$ cat src/rtl/fetch_pkg.sv
// Shared types and default constants for the instruction fetch controller.
package fetch_pkg;

  typedef enum logic [1:0] {
    IDLE   = 2'd0,
    FETCH  = 2'd1,
    DRAIN  = 2'd2,
    HALTED = 2'd3
  } state_t;

  localparam logic [15:0] HALT_CODE_DEFAULT = 16'hFFFF;
  localparam logic [7:0]  RESET_PC_DEFAULT  = 8'h00;

endpackage

$ cat src/rtl/fetch_ctrl.sv
// Sequential fetch controller: walks an external ROM from RESET_PC, presents each
// word on a valid/ready output slot, stops after HALT_CODE, supports branches.
module fetch_ctrl
  import fetch_pkg::*;
#(
  parameter logic [7:0]  RESET_PC  = RESET_PC_DEFAULT,
  parameter logic [15:0] HALT_CODE = HALT_CODE_DEFAULT
) (
  input  logic        clk,
  input  logic        rst,
  input  logic        start,
  input  logic        branch_en,
  input  logic [7:0]  branch_target,
  output logic [7:0]  pc,
  input  logic [15:0] code,
  output logic [15:0] instr,
  output logic [7:0]  instr_pc,
  output logic        instr_valid,
  input  logic        instr_ready,
  output logic        busy,
  output logic        halted,
  output logic [15:0] fetch_cnt
);

  state_t      state, state_n;
  logic [7:0]  pc_n;
  logic [15:0] instr_n;
  logic [7:0]  instr_pc_n;
  logic        instr_valid_n;
  logic [15:0] fetch_cnt_n;
  logic        accept;
  logic        slot_free;

  assign accept    = instr_valid && instr_ready;
  assign slot_free = !instr_valid || instr_ready;

  always_ff @(posedge clk) begin
    if (rst) begin
      state       <= IDLE;
      pc          <= RESET_PC;
      instr       <= '0;
      instr_pc    <= '0;
      instr_valid <= 1'b0;
      fetch_cnt   <= '0;
    end else begin
      state       <= state_n;
      pc          <= pc_n;
      instr       <= instr_n;
      instr_pc    <= instr_pc_n;
      instr_valid <= instr_valid_n;
      fetch_cnt   <= fetch_cnt_n;
    end
  end

  always_comb begin
    state_n       = state;
    pc_n          = pc;
    instr_n       = instr;
    instr_pc_n    = instr_pc;
    instr_valid_n = instr_valid;
    // Accepts are counted even when a branch discards the following slot contents.
    fetch_cnt_n   = (accept && (fetch_cnt != '1)) ? fetch_cnt + 16'd1 : fetch_cnt;

    unique case (state)
      IDLE, HALTED: begin
        if (start) begin
          state_n       = FETCH;
          pc_n          = RESET_PC;
          fetch_cnt_n   = '0;
          instr_valid_n = 1'b0;
        end
      end

      FETCH: begin
        if (branch_en) begin
          pc_n          = branch_target;
          instr_valid_n = 1'b0;
        end else if (slot_free) begin
          instr_n       = code;
          instr_pc_n    = pc;
          instr_valid_n = 1'b1;
          if (code != HALT_CODE) begin
            pc_n = pc + 8'd1;
          end else begin
            state_n = DRAIN;
          end
        end
      end

      DRAIN: begin
        if (branch_en) begin
          state_n       = FETCH;
          pc_n          = branch_target;
          instr_valid_n = 1'b0;
        end else if (accept) begin
          state_n       = HALTED;
          instr_valid_n = 1'b0;
        end
      end

      default: state_n = IDLE;
    endcase
  end

  assign busy   = (state == FETCH) || (state == DRAIN);
  assign halted = (state == HALTED);

endmodule

$ cat config.mk
export PLATFORM = sky130hd
export DESIGN_NAME = fetch_ctrl
export DESIGN_NICKNAME = d
export VERILOG_FILES = /design/src/rtl/fetch_pkg.sv /design/src/rtl/fetch_ctrl.sv
export SDC_FILE = /design/constraint.sdc
export NUM_CORES = 1
export LEC_CHECK = 0
export CORE_UTILIZATION = 49
export CTS_CLUSTER_SIZE = 25
export DETAILED_ROUTE_END_ITERATION = 7
export HOLD_SLACK_MARGIN = 0.03
export PLACE_DENSITY = 0.85
export REMOVE_ABC_BUFFERS = 1
export SKIP_CTS_REPAIR_TIMING = 1
export SLEW_MARGIN = 20
export SYNTH_ARGS = -nofsm -noshare
export SYNTH_HDL_FRONTEND = slang
export SYNTH_SLANG_ARGS = --single-unit
$ cat constraint.sdc
create_clock -name clk -period 5.85 [get_ports clk]
set_clock_uncertainty 0.15 [all_clocks]
set_input_delay 0.8775 -clock clk [delete_from_list [all_inputs] [get_ports clk]]
set_output_delay 0.8775 -clock clk [all_outputs]
set_load 0.005 [all_outputs]
# Word level (Yosys, flattened, before mapping)
# Index checks and enable logic that the tools add are counted.
# W data, S select, Z words.
# totals
ff_bits	51
output_inout_bits	51
# classes
n_addsub	2
eq_ne	13
n_mux	22
n_bitwise	1
n_reduce_logical	11
# ops
op	count
$mux W16	3
$mux W8	5
$ne A16 B16 Y1 const B	2
$pmux W8 S3	1
$add A16 B1 Y16 const B	1
$mux W2	6
$ne A2 B2 Y1 const B	5
$ne A3 B3 Y1 const B	3
$add A8 B1 Y8 const B	1
$pmux W2 S3	1
$reduce_and A3 Y1	2
$mux W1	5
$reduce_and A5 Y1	1
$eq A2 B2 Y1 const B	2
$reduce_and A4 Y1	1
$pmux W1 S3	1
$eq A2 B1 Y1 const B	1
$logic_and A1 B1 Y1	2
$logic_not A2 Y1	1
$logic_or A1 B1 Y1	2
$reduce_or A2 Y1	1
$logic_not A1 Y1	1
$not A1 Y1	1

# Logic depth before layout (Yosys ltp)
# Gate-level depths: netlist of run 1.
# logic_depth
ltp_word	5
depth_mapped	7
ltp_nobuf	6

# Worst setup path after synthesis of run 1
# OpenSTA, ideal clock, no wires.
# synth_path
path_kind	in2reg
from	in instr_ready
to	reg fetch_cnt[13]
arrival_ps	2086
t_required_ps	5630
path_slack_ps	3544
stages	4
path_buffers	0
path_cell_list	nand2_1 or4_4 or4_1 a21oi_1
# synth_between
elab_chain_len	5
# synth_rtl
element	line_no	source
from (decl)	fetch_ctrl.sv:19	input logic instr_ready,
$logic_and A1 B1 Y1 *	fetch_ctrl.sv:34	assign accept = instr_valid && instr_ready;
$logic_and A1 B1 Y1 *	fetch_ctrl.sv:62	fetch_cnt_n = (accept && (fetch_cnt != '1)) ? fetch_cnt + 16'd1 : fetch_cnt;
$mux W16 *	fetch_ctrl.sv:62	
$mux W16	fetch_ctrl.sv:66	if (start) begin
$mux W16 *	fetch_ctrl.sv:64	unique case (state)
to (signal assigned)	fetch_ctrl.sv:51	fetch_cnt <= fetch_cnt_n;
to (decl)	fetch_ctrl.sv:22	output logic [15:0] fetch_cnt
# Mark *: on every way between the ends. The rest lies on a longest branch, timed or not.
# A chain may end at the register's enable or synchronous reset.

# Final worst setup path of run 1
# layout_path
from	reg state[0]
to	out busy
# layout_between
elab_chain_len	2
# layout_rtl
element	line_no	source
from (decl)	fetch_ctrl.sv:25	state_t state, state_n;
from (signal assigned)	fetch_ctrl.sv:46	state <= state_n;
$eq A2 B1 Y1 or $eq A2 B2 Y1 (tied branches)	fetch_ctrl.sv:105	assign busy = (state == FETCH) || (state == DRAIN);
$logic_or A1 B1 Y1 *	fetch_ctrl.sv:105	
to (decl)	fetch_ctrl.sv:20	output logic busy,
# Marks and branches as above.

==> reports/summary.txt, run 1 <==
Total Die Area: 5250 um2
Worst max-slew margin expressed relative to the limit: 38.8%
Number of buffers created by CTS: 5
Register bit total from synthesis: 51
Critical-path top delay cell: clkdlybuf4s50_1
Minimum clock period: 2780 ps
Power density cells: 251 nW/um2
Top flip-flop cell by instance count after synthesis: dfxtp_1
Total of warnings raised by yosys: 0
Remaining Overflow, GRT: 0
HPWL after detailed placement: 4360 um
Share of final-layout standard cells stronger than drive strength 1: 4.52%
Post-route fraction of the period consumed by the critical path: 47.5%
Internal power contribution: 0.581 mW
Number of slew-limit violations in the final report: 0
Peak fanout along the critical path: 7
Startpoint types: flip-flop
Drt drc: 0
Core outline area: 4750 um2
Initial core utilization: 51.2%
Setup-violating endpoint count in the final report: 0
Timing endpoint of the critical path: busy
Buffer depth of the longest clock path: 2
TritonRoute pass-1 iters: 4
Final routed wire length divided by cell count: 13.6 um
Die extent in x: 72.5 um
Sw Share: 31.6%
Status: completed
Fraction of power consumed by the clock network: 25.5%
Std cell rows: 25
Layout fillers: 394
Vias: 2489
FF-to-FF Start: state[1]$_SDFFE_PP0P_
Root cell of the clock tree: clkbuf_8
Vertical die dimension: 72.5 um
Worst min-delay path category: flip-flop to flip-flop
Data required time at the worst endpoint: 4820 ps
Proportion of power drawn by flip-flops and latches: 45.9%
Gate count after technology mapping: 299
Wire length of the first global-routing pass: 9970 um
Launching instance or port of the critical path: state[0]$_SDFFE_PP0P_
Number of DRC markers after the initial detailed-route iteration: 112
Worst vdd ir: 0.169 mV
Logic depth of the worst register-to-register path: 5
Number of antenna violations at the first check in global routing: 0
Total wire length after detailed routing: 6010 um
Sequential share of the synthesized area: 42.0%
PnR worst setup slack: 3070 ps
Number of clock sinks: 51
Register-to-Register Setup Slack: 3510 ps
Category of the most critical setup path: flip-flop to output port
Largest net degree at the start of global routing: 33
Count of endpoints failing hold in the final timing report: 0
Level count of the clock H-tree: 2
RSZ-0062 raised after global routing: false
# nets final: 410
Delay of the slowest cell on the worst path: 490 ps
Worst Path Arrival: 1750 ps
Clk pin slew, worst setup/hold paths: 90 ps
Count of nets left with antenna violations after detail routing: 0
Post-route setup TNS: 0 ps
Netlist area before placement: 2430 um2
Vias in the first global route: 2219
Capture point of the worst reg-to-reg path: pc[7]$_SDFFE_PP0P_
Worst-path cell chain: inv_1 > ha_1 > inv_1 > clkdlybuf4s50_1
CTS tree: done
Crit end category: output port
Combinational group share of total power: 28.6%
Async set-reset flop share out of synthesis: 0%
Via-per-instance ratio: 5.62
Highest attainable clock frequency: 360 MHz
Distinct cell type count after synthesis: 43
Switching power of the nets: 0.269 mW
Max-cap check violation count: 0
Actual slew at the worst max-slew pin: 912 ps
Diodes inserted: 0
Number of I/O port buffers: 79
Worst slack at placement: 2770 ps
EDFF count, synth: 0
Cell seen most often among critical-path stages: inv_1
Area overhead of the layout relative to synthesis: 39.4%
Post-synthesis area per instance: 8.13 um2
Tot GR Track Use: 24.1%
Weighted congestion at the end of routability-driven global placement: 0.761
Hold-critical path depth: 2
Num ports: 80
Clock latency of the later-clocked register in the worst-skew pair: 310 ps
Leakage Power: 1.08 nW
[worst min path at each step]
stage	startpoint	endpoint	slack [ps]
6_report	instr[6]$_SDFFE_PP0P_	instr[6]$_SDFFE_PP0P_	310
5_1_grt	instr_pc[5]$_SDFFE_PP0P_	instr_pc[5]$_SDFFE_PP0P_	330
4_1_cts	instr[15]$_SDFFE_PP0P_	instr[15]$_SDFFE_PP0P_	310
3_5_place_dp	instr[15]$_SDFFE_PP0P_	instr[15]$_SDFFE_PP0P_	300
3_3_place_gp	instr[12]$_SDFFE_PP0P_	instr[12]$_SDFFE_PP0P_	290
2_1_floorplan	instr[0]$_SDFFE_PP0P_	instr[0]$_SDFFE_PP0P_	300
[Yosys cell counts, drive strengths merged, types with 4 or more instances]
library cell	instances	share of area, %
nand3	9	2.1
nor2b	4	1.0
nand4	12	3.1
o21ai	11	2.3
o31ai	6	1.9
dfxtp	51	42
a21oi	40	8.2
nor2	9	1.4
or3	8	2.1
clkbuf	11	1.7
nand2b	7	1.8
ha	6	3.1
nand2	57	8.8
o32ai	8	2.9
or4	8	2.6
a22oi	6	1.9
inv	12	1.9
[metrics by stage]
stage	cells	hold WS (ps)	util [%]	area [um2]	total power, mW
finish	443	308	71.3	3390	0.850
floorplan	286	297	-	2380	0.526
detailed placement	435	296	69.0	3280	0.642
global route	443	326	71.3	3390	0.894
CTS	443	309	71.1	3380	0.856
global placement	435	290	69.0	3280	0.638
[cell type report]
class	count	area (um2)	share of cell area, %
Multi-Input combinational cell	223	1330	39.2
Sequential cell	51	1020	30.1
Timing Repair Buffer	82	813	24.0
Tap cell	67	83.8	2.47
Clock buffer	6	82.6	2.44
Inverter	12	45.0	1.33
Clock inverter	2	16.3	0.480
[placed cells by master, fill, tap and decap left out, types with 2 or more instances in the layout]
master           instances
a22oi_1                  6
o31ai_1                  6
or3_1                    8
nand2_1                 57
nand4_1                 12
mux2i_1                  3
nor4_1                   3
a211oi_1                 3
a21oi_1                 40
nor2b_1                  4
or4_1                    7
ha_1                     6
inv_1                   12
nand3_1                  8
xnor2_1                  3
o211a_1                  2
dfxtp_1                 51
o21ai_0                 10
clkbuf_8                 6
o32ai_1                  8
buf_4                    3
a21o_1                   2
nor2_1                   9
nand2b_1                 7
clkdlybuf4s50_1         79
o21a_1                   2
[routing by layer]
layer	routed length, um	track usage, %	share of wire [%]	up-vias
met5	0	0	0	-
met4	55	8.71	0.92	0
met3	477	7.78	7.9	7
met2	2980	41.5	50	87
met1	2500	27.9	42	1155
li1	-	-	-	1240
[worst max-delay path, delay by kind of cell (launching register included)]
family	cells	cell delay, ps
DFF	1	390
buffers and inverters	3	660
adders and majority gates	1	390
[power groups by stage]
stage          Clock [mW]  Combinational, mW  Sequential, mW
2_1_floorplan           0              0.129           0.397
3_3_place_gp            0              0.240           0.398
3_5_place_dp            0              0.243           0.398
4_1_cts             0.222              0.244           0.391
5_1_grt             0.232              0.268           0.394
6_report            0.217              0.243           0.390
[sequential cells by signal (all words and copies together) (netlist names)]
name and cells:
fetch_cnt 16, state 2, instr 16, instr_valid 1, instr_pc 8, pc 8
[cells by family after synthesis]
logic type / count (synthesis) / share of synthesized area [%]
xor gates and xnor gates: 4 / 1.44
buffers and inverters: 25 / 3.91
AOI/OAI and AO/OA: 86 / 22.6
adders and majority gates: 6 / 3.09
DFF: 51 / 42.0
muxes: 4 / 1.70
and+or+nand+nor: 123 / 25.3
(Power assumes the default switching activity.)
==> run 2, diff against run 1 <==
Settings changed: CORE_UTILIZATION 49 to 41, PLACE_DENSITY 0.85 to 0.76.
Clock period 5.85 ns to 2.3 ns, I/O delays scaled along.
==> run 2 against run 1 <==
  * Power grew to 2.8 times the previous value
  * Final area increased by 6.2%
  * Via count up 3.1%
  * Critical path depth is 1 higher
  * Sequential cell count unchanged
  * Routed wire length is 10% higher
  * Cell count rose by 6.1%
  * Combinational power grew to 2.8 times the previous value
  * Core utilization fell by 7.1 points
  * Clock power rose to 3.4 times the previous value
==> reports/summary.txt, run 2 (synthesis gave the netlist of run 1 again) <==
Number of DRC markers after the initial detailed-route iteration: 129
Count of endpoints failing hold in the final timing report: 0
Initial core utilization: 43.4%
Largest net degree at the start of global routing: 25
Worst Path Arrival: 1720 ps
Data required time at the worst endpoint: 1800 ps
Num ports: 80
Number of I/O port buffers: 79
Setup-violating endpoint count in the final report: 0
Power density cells: 666 nW/um2
Vertical die dimension: 79.0 um
Level count of the clock H-tree: 2
Fraction of power consumed by the clock network: 30.6%
Worst min-delay path category: flip-flop to flip-flop
Leakage Power: 1.21 nW
RSZ-0062 raised after global routing: false
Number of clock sinks: 51
Root cell of the clock tree: clkbuf_8
Final routed wire length divided by cell count: 14.1 um
Actual slew at the worst max-slew pin: 671 ps
Instance area at placement: 3450 um2
Internal power contribution: 1.70 mW
Category of the most critical setup path: flip-flop to output port
Total wire length after detailed routing: 6630 um
Proportion of power drawn by flip-flops and latches: 41.4%
TritonRoute pass-1 iters: 4
Number of slew-limit violations in the final report: 0
HPWL after detailed placement: 4850 um
Uppermost layer routed: met4
Clock latency of the later-clocked register in the worst-skew pair: 300 ps
Drt drc: 0
Number of antenna violations at the first check in global routing: 0
Weighted congestion at the end of routability-driven global placement: 0.799
Met3 WL: 512 um
Std cell rows: 27
Peak fanout along the critical path: 6
Met2 routed wirelength: 3150 um
Regs by FF count: fetch_cnt (16), instr (16)
# nets final: 432
Highest attainable clock frequency: 451 MHz
Layout fillers: 518
Remaining Overflow, GRT: 0
Crit end category: output port
Via-per-instance ratio: 5.46
Worst vdd ir: 0.422 mV
Diodes inserted: 0
CTS tree: done
Count of nets left with antenna violations after detail routing: 0
Switching power of the nets: 0.697 mW
Buffer depth of the longest clock path: 2
Multi-input gate area: 1330 um2
Startpoint types: flip-flop
Clk pin slew, worst setup/hold paths: 90 ps
Most common cell after layout, fill and taps aside: clkdlybuf4s50_1
Sw Share: 29.1%
FF/Latch Area: 1020 um2
Die extent in x: 79.0 um
Status: completed
Wire length of the first global-routing pass: 10800 um
Tot GR Track Use: 21.6%
Area overhead of the layout relative to synthesis: 48.0%
Post-route fraction of the period consumed by the critical path: 96.5%
Top library cells by usage in the layout, fill and taps aside: clkdlybuf4s50_1 (79), nand2_1 (57), dfxtp_1 (50), a21oi_1 (40), buf_4 (25)
Core outline area: 5610 um2
Total Die Area: 6240 um2
Share of final-layout standard cells stronger than drive strength 1: 10.1%
Vias: 2565
Number of buffers created by CTS: 5
Max-cap check violation count: 0
Minimum clock period: 2220 ps
Vias in the first global route: 2289
Layout Cell Area excl Fill: 3600 um2
Worst max-slew margin expressed relative to the limit: 55.1%
M1 WL: 2940 um
Final Core Density: 64.2%
Combinational group share of total power: 28.0%
[run 2: cell types whose count changed in the layout (fill, tap and decap cells not counted)]
cell        previous run  this run
clkbuf_1               0         1
a211oi_2               0         1
dfxtp_1               51        50
clkinvlp_4             1         0
dfxtp_2                0         1
bufinv_16              0         2
a211oi_1               3         2
clkbuf_8               6         5
buf_4                  3        25
clkinv_4               1         0
[run 2: critical path, cell delays in order, from the launching register on]
cell             delay [ps]
dfxtp_2                 370
inv_1                    60
ha_1                    300
buf_4                   160
inv_1                    50
clkdlybuf4s50_1         480
[run 2: layout make-up]
class / count / area share, %
Clock buffer: 6 / 2.02
Clock inverter: 2 / 1.67
Inverter: 12 / 1.25
Multi-Input combinational cell: 223 / 37.0
Sequential cell: 51 / 28.4
Tap cell: 72 / 2.50
Timing Repair Buffer: 104 / 27.2
[run 2: path summary, 6_finish.rpt]
check,from,endpoint,slack [ps],depth (start not counted)
setup / recovery,state[0]$_SDFFE_PP0P_,busy,80,5
hold / removal,instr[1]$_SDFFE_PP0P_,instr[1]$_SDFFE_PP0P_,310,2
setup reg to reg,fetch_cnt[12]$_SDFF_PP0_,fetch_cnt[1]$_SDFF_PP0_,240,4
hold reg to reg,instr[1]$_SDFFE_PP0P_,instr[1]$_SDFFE_PP0P_,310,2
[run 2: power by group through the flow]
| stage | clock (mW) | combinational, mW | sequential [mW] |
|---|---|---|---|
| 2_1_floorplan | 0 | 0.329 | 1.01 |
| 3_3_place_gp | 0 | 0.655 | 1.01 |
| 3_5_place_dp | 0 | 0.662 | 1.01 |
| 4_1_cts | 0.741 | 0.667 | 0.990 |
| 5_1_grt | 0.776 | 0.733 | 1.00 |
| 6_report | 0.734 | 0.672 | 0.992 |
[run 2: stage by stage]
step / std cells / total power [mW] / worst slack (ps) / TNS (ps) / hold slack, ps
6_report: 470 / 2.40 / 80.4 / 0 / 306
5_1_grt: 470 / 2.51 / 24.7 / 0 / 326
4_1_cts: 470 / 2.40 / 15.7 / 0 / 310
3_5_place_dp: 462 / 1.67 / -165 / -1310 / 296
3_3_place_gp: 462 / 1.66 / -63.0 / -457 / 292
2_1_floorplan: 286 / 1.34 / 157 / 0 / 264
[run 2: routing by layer]
metal / GRT usage, % / vias to the layer above
met1: 27.9 / 1195
met3: 5.98 / 4
met4: 4.73 / 0
met2: 35.8 / 85
met5: 0 / -
li1: - / 1281
==> run 3, diff against run 2 <==
Settings changed: CTS_CLUSTER_SIZE 25 to 28.
==> results of run 3 <==
The final DEF is identical to that of run 2; final timing and power are the same.
